`config.mk`:
```
export PLATFORM = sky130hd
export DESIGN_NAME = fpna_config_chain
export DESIGN_NICKNAME = d
export VERILOG_FILES = /design/src/rtl/fpna_config_chain.sv
export SDC_FILE = /design/constraint.sdc
export NUM_CORES = 1
export LEC_CHECK = 0
export CELL_PAD_IN_SITES_DETAIL_PLACEMENT = 1
export CELL_PAD_IN_SITES_GLOBAL_PLACEMENT = 1
export CORE_MARGIN = 1.5
export CORE_UTILIZATION = 46
export CTS_BUF_LIST = sky130_fd_sc_hd__clkbuf_16
export DETAILED_ROUTE_END_ITERATION = 8
export HOLD_SLACK_MARGIN = 0.05
export PLACE_DENSITY = 0.75
export RECOVER_POWER = 50
export SETUP_SLACK_MARGIN = 0.3
export SLEW_MARGIN = 20
export SYNTH_ARGS = -nofsm -noshare
export SYNTH_HDL_FRONTEND = slang
export SYNTH_SLANG_ARGS = --single-unit
```
`constraint.sdc`:
```
create_clock -name clk -period 23.1 [get_ports clk]
set_input_delay 4.62 -clock clk [delete_from_list [all_inputs] [get_ports clk]]
set_output_delay 4.62 -clock clk [all_outputs]
set_load 0.01 [all_outputs]
```
`src/rtl/fpna_config_chain.sv`:
```
// Double-buffered FPNA configuration chain: multi-lane serial staging, length/CRC check, atomic commit.
// Optional CRC-8 trailer checking is enabled by defining FPNA_CFG_CRC_EN.
module fpna_config_chain #(
  parameter int CHAIN_LEN = 256,
  parameter int LANES     = 1
) (
  input  logic                 clk,
  input  logic                 reset,
  input  logic                 config_en,
  input  logic [LANES-1:0]     bs_in,
  output logic [LANES-1:0]     bs_out,
  input  logic                 commit,
  output logic [CHAIN_LEN-1:0] cfg_out,
  output logic                 cfg_valid,
  output logic                 commit_ok,
  output logic                 commit_err
);

`ifdef FPNA_CFG_CRC_EN
  localparam int CRC_W = 8;
`else
  localparam int CRC_W = 0;
`endif
  localparam int TOTAL = CHAIN_LEN + CRC_W;
  localparam int BEATS = TOTAL / LANES;
  localparam int CNT_W = $clog2(BEATS + 2);
  localparam logic [CNT_W-1:0] CNT_FULL = CNT_W'(BEATS);
  localparam logic [CNT_W-1:0] CNT_SAT  = CNT_W'(BEATS + 1);

  logic [TOTAL-1:0]     r_stage;
  logic [TOTAL-1:0]     w_stage_nxt;
  logic [CNT_W-1:0]     r_cnt;
  logic [CHAIN_LEN-1:0] r_cfg;
  logic                 r_cfg_valid;
  logic                 r_ok;
  logic                 r_err;
  logic                 w_len_ok;
  logic                 w_crc_ok;
  logic                 w_accept;

  // Oldest bits sit at the top of the register; the newest beat enters at bit 0.
  generate
    if (TOTAL > LANES) begin : g_shift
      assign w_stage_nxt = {r_stage[TOTAL-LANES-1:0], bs_in};
    end else begin : g_load
      assign w_stage_nxt = bs_in;
    end
  endgenerate

`ifdef FPNA_CFG_CRC_EN
  logic [7:0] r_crc;

  // CRC-8, poly 0x07, MSB-first; bs_in[LANES-1] is the earliest bit of the beat.
  function automatic logic [7:0] crc8_beat(input logic [7:0] crc, input logic [LANES-1:0] beat);
    logic [7:0] c;
    c = crc;
    for (int i = LANES - 1; i >= 0; i--) begin
      if (c[7] ^ beat[i]) c = {c[6:0], 1'b0} ^ 8'h07;
      else                c = {c[6:0], 1'b0};
    end
    return c;
  endfunction

  assign w_crc_ok = (r_crc == 8'h00);

  always_ff @(posedge clk or posedge reset) begin
    if (reset) begin
      r_crc <= 8'h00;
    end else if (commit) begin
      r_crc <= 8'h00;
    end else if (config_en) begin
      r_crc <= crc8_beat(r_crc, bs_in);
    end
  end
`else
  assign w_crc_ok = 1'b1;
`endif

  assign w_len_ok = (r_cnt == CNT_FULL);
  assign w_accept = !config_en && w_len_ok && w_crc_ok;

  always_ff @(posedge clk or posedge reset) begin
    if (reset) begin
      r_stage     <= '0;
      r_cnt       <= '0;
      r_cfg       <= '0;
      r_cfg_valid <= 1'b0;
      r_ok        <= 1'b0;
      r_err       <= 1'b0;
    end else begin
      if (config_en) r_stage <= w_stage_nxt;
      r_ok  <= commit && w_accept;
      r_err <= commit && !w_accept;
      // Every evaluation restarts the length count, so a held commit re-evaluates against zero.
      if (commit) begin
        r_cnt <= '0;
        if (w_accept) begin
          r_cfg       <= r_stage[TOTAL-1 -: CHAIN_LEN];
          r_cfg_valid <= 1'b1;
        end
      end else if (config_en && (r_cnt != CNT_SAT)) begin
        r_cnt <= r_cnt + CNT_W'(1);
      end
    end
  end

  assign bs_out     = r_stage[TOTAL-1 -: LANES];
  assign cfg_out    = r_cfg;
  assign cfg_valid  = r_cfg_valid;
  assign commit_ok  = r_ok;
  assign commit_err = r_err;

endmodule

```
==> Implementation_results.wiki <==
{| class="wikitable"
! Metric !! Value
|-
| Commonest register cell after synthesis || sky130_fd_sc_hd__dfrtp_1
|-
| Max Freq || 81.54 MHz
|-
| Final setup vio count || 0
|-
| Count of TritonRoute iterations in the first routing pass || 4
|-
| Number of flops mapped to enable cells by yosys || 0
|-
| Reg2reg path depth || 5
|-
| TritonCTS clock tree || built
|-
| Layout-stage area growth over the synthesis result || 23.10%
|-
| Setup TNS || 0 ps
|-
| Clock latency reported for the late side of the worst-skew pair || around 590 ps
|-
| Netlist area before placement || a little under 20,000 um^2
|-
| First-pass GRT wire length || 63.76 mm
|-
| Maximum net fanout on the critical path || about 130
|-
| Vias per std cell || roughly 5.2
|-
| Fillcell total || 3,875
|-
| Sequential element share of the synthesized area || about two thirds
|-
| Total number of H-tree levels || 2
|-
| Width of the die || approximately 210 um
|-
| Gates resized, CTS repair || 0
|-
| Ports || roughly 270
|-
| Kind of launch point of the worst setup path || input port
|-
| Die H || about 210 um
|-
| Min-Delay Startpoint || cfg_valid
|-
| Number of hold buffers added after cts || 0
|-
| CP endpoint kind || flip-flop
|-
| Number of antenna violations at the first check in global routing || 0
|-
| Number of buffers inserted during clock tree synthesis || 53
|-
| Capture endpoint of the worst hold path || cfg_valid
|-
| Shortest period the worst path allows || 12,260 ps
|-
| IR drop worst, VDD || approximately 0.076 mV
|-
| Most numerous cell on the critical path || sky130_fd_sc_hd__clkbuf_1
|-
| Critical path class || input port to flip-flop
|-
| Final Hold Viols || 0
|-
| Share of the cycle needed by the critical path after routing || a little over half
|-
| Critical path buffers and inverters || 2
|-
| Endpoint of the worst register-to-register path || cfg_out[80]
|-
| Standard cell core area || approximately 42,000 um^2
|-
| Synth Net Count || between 1,000 and 1,500
|-
| Slowest cell on the critical path || sky130_fd_sc_hd__clkbuf_1
|-
| Area taken by flip-flops and latches || around 13,000 um^2
|-
| Worst-margin pin slew || between 6000 and 7000 ps
|-
| Via count of the first global-routing pass || approximately 11,000
|-
| Yosys warning count || 0
|-
| Vias after detailed routing || just over 10,000
|-
| Req. time, crit path || ~24,000 ps
|-
| Maximum capacitance violations || 4
|-
| Total wire length after detailed routing || roughly 39 mm
|-
| Post-CTS setup-driven buffer insertion count || 0
|-
| Synth cell types || 29
|-
| Critical Path Stages || 3
|-
| Number of sinks driven by the clock tree || 524
|-
| RSZ-0062 raised after global routing || false
|-
| Fin. max-slew vios || 394
|-
| Area of combinational cells with multiple inputs || around 6100 um^2
|-
| Synth async-reset ratio || 100.0%
|-
| Final routed wire length divided by cell count || around 19 um
|-
| Violations in the final reports || max-capacitance violations, max-slew violations
|-
| Status || finished with violations
|-
| Avg Inst Size Synth || 17.09 um^2
|-
| Detailed Route Iter0 Violations || ~410
|-
| Cell depth of the worst hold path || 1
|-
| Delay of the slowest critical-path stage || approximately 4700 ps
|-
| Clock Path Buffers || 3
|-
| Share of cells above drive strength 1 || between 30% and 40%
|-
| Antenna diode count || 0
|-
| Port Buffer Count || roughly 260
|-
| Pleak || 12.82 nW
|-
| Global route total overflow || 0
|-
| Clock tree root driver cell || sky130_fd_sc_hd__clkbuf_16
|-
| Commonest cells after routing, fill and taps aside || sky130_fd_sc_hd__dfrtp_1, sky130_fd_sc_hd__mux2_2, sky130_fd_sc_hd__dlygate4sd3_1, sky130_fd_sc_hd__clkbuf_16, sky130_fd_sc_hd__mux2_1
|-
| Final net count || roughly 1,400
|-
| Largest net degree at the start of global routing || about 170
|-
| Slew HR || -360.1%
|-
| Critical path cell sequence || clkbuf_1 -> clkbuf_1 -> mux2_2
|-
| Most common cell after layout, fill and taps aside || sky130_fd_sc_hd__dfrtp_1
|-
| R2R setup slack || between 15,000 and 20,000 ps
|-
| Synthesized instance count || about 1,100
|-
| Placement Cell Area || ~23,000 um^2
|-
| Max Clock Skew || about 13 ps
|-
| Final Wtd Congestion || 0.7032
|-
| Number of synthesized register bits || between 500 and 600
|-
| Starting density of the core || 46.70%
|-
| Kind of cell adding the most delay to the critical path || buffers and inverters
|-
| Number of cell rows || 75
|-
| Count of nets left with antenna violations after detail routing || 0
|-
| Arrival time at the worst endpoint || 12,720 ps
|-
| Power per Cell Area || ~74 nW/um^2
|-
| Classification of the worst-slack hold path || flip-flop to flip-flop
|-
| Drt drc || 0
|-
| HPWL Detailed || about 24 mm
|-
| Die area || around 44,000 um^2
|-
| Reg-to-reg critical path startpoint || r_cnt[4]
|-
| Combined global-route utilization of all metal layers || 18.18%
|-
| Post-route standard cell area excluding fillers || 24,170 um^2
|-
| Clock transition at the registers of the reported paths || around 60 ps
|}
==> how the worst max path moves through the flow <==
stage | slack (ps) | end | startpoint
5_1_grt | 9890 | r_stage[97] | config_en
3_5_place_dp | 14970 | cfg_out[155] | commit
4_1_cts | 15590 | cfg_out[132] | commit
6_report | 10840 | r_stage[97] | config_en
2_1_floorplan | 3840 | cfg_out[0] | reset
3_3_place_gp | 15080 | cfg_out[85] | commit
==> cells by family (layout without fill, tap and decap cells) <==
group	count (synthesis)	count (layout)	synth area share (%)
compound gates	9	9	0.2804
xor+xnor	2	2	0.08925
fa+ha+maj	3	3	0.1912
buf+inv	65	373	2.135
flops	524	524	66.79
mux	515	515	29.53
simple gates	31	31	0.9752
==> area by class of cell <==
class | instances | area share, %
Inverter | 5 | 0.08284
Timing Repair Buffer | 274 | 11.24
Tap cell | 539 | 2.791
Clock inverter | 39 | 0.6886
Sequential cell | 524 | 54.26
Multi-Input combinational cell | 560 | 25.24
Clock buffer | 55 | 5.695
==> power by group <==
part / switching, mW / leakage [nW] / internal (mW) / total, mW
registers: 0.0168 / 7.27 / 0.941 / 0.958
clock network: 0.342 / 0.816 / 0.426 / 0.768
logic: 0.0330 / 4.73 / 0.0281 / 0.0612
total: 0.392 / 12.8 / 1.40 / 1.79
==> per-layer routing <==
layer / wire, um / share of wire, % / global-route usage [%]
met2: 18670 / 48 / 29.03
met5: 0 / 0 / 0
met3: 2502 / 6.5 / 5.477
met4: 654 / 1.7 / 5.086
met1: 16790 / 43 / 24.25
==> worst reg2reg max path: stages, from the launching register on <==
cell	delay (ps)
sky130_fd_sc_hd__dfrtp_1	420
sky130_fd_sc_hd__or4_1	640
sky130_fd_sc_hd__nor4_4	310
sky130_fd_sc_hd__buf_4	660
sky130_fd_sc_hd__buf_4	960
sky130_fd_sc_hd__mux2_2	490
==> through the flow <==
stage	instances	total power, mW	hold WS (ps)	util, %	setup slack, ps
4_1_cts	1996	1.814	472.3	57.54	15590
3_3_place_gp	1902	1.032	452.3	53.87	15080
5_1_grt	1996	1.861	497.2	57.48	9893
6_report	1996	1.787	463.6	57.48	10840
2_1_floorplan	1149	1.017	477.1	-	3840
3_5_place_dp	1902	1.036	457.7	53.87	14970
==> cell usage after synthesis (2+ instances only) <==
| library cell | count | area share (%) |
|---|---|---|
| sky130_fd_sc_hd__buf_4 | 6 | 0.23 |
| sky130_fd_sc_hd__buf_6 | 20 | 1.1 |
| sky130_fd_sc_hd__mux2_2 | 493 | 28 |
| sky130_fd_sc_hd__ha_1 | 3 | 0.19 |
| sky130_fd_sc_hd__or3_1 | 3 | 0.096 |
| sky130_fd_sc_hd__nand2b_1 | 3 | 0.096 |
| sky130_fd_sc_hd__dfrtp_1 | 524 | 67 |
| sky130_fd_sc_hd__nor3_1 | 2 | 0.051 |
| sky130_fd_sc_hd__clkbuf_1 | 32 | 0.61 |
| sky130_fd_sc_hd__nor2b_1 | 2 | 0.064 |
| sky130_fd_sc_hd__nand3_1 | 2 | 0.051 |
| sky130_fd_sc_hd__nand4_1 | 4 | 0.13 |
| sky130_fd_sc_hd__nor2_1 | 5 | 0.096 |
| sky130_fd_sc_hd__a21oi_1 | 4 | 0.10 |
| sky130_fd_sc_hd__inv_1 | 5 | 0.096 |
| sky130_fd_sc_hd__o21ai_0 | 3 | 0.076 |
| sky130_fd_sc_hd__mux2_1 | 21 | 1.2 |
| sky130_fd_sc_hd__buf_2 | 2 | 0.051 |
| sky130_fd_sc_hd__nand2_1 | 3 | 0.057 |
| sky130_fd_sc_hd__xor2_1 | 2 | 0.089 |
| sky130_fd_sc_hd__and2_1 | 2 | 0.064 |
==> sequential cells by signal, summed over array words and instances, names as in the netlist <==
register,flops
commit_ok,1
r_stage,256
cfg_valid,1
r_cnt,9
commit_err,1
cfg_out,256
Power figures use the tool's default switching activity.
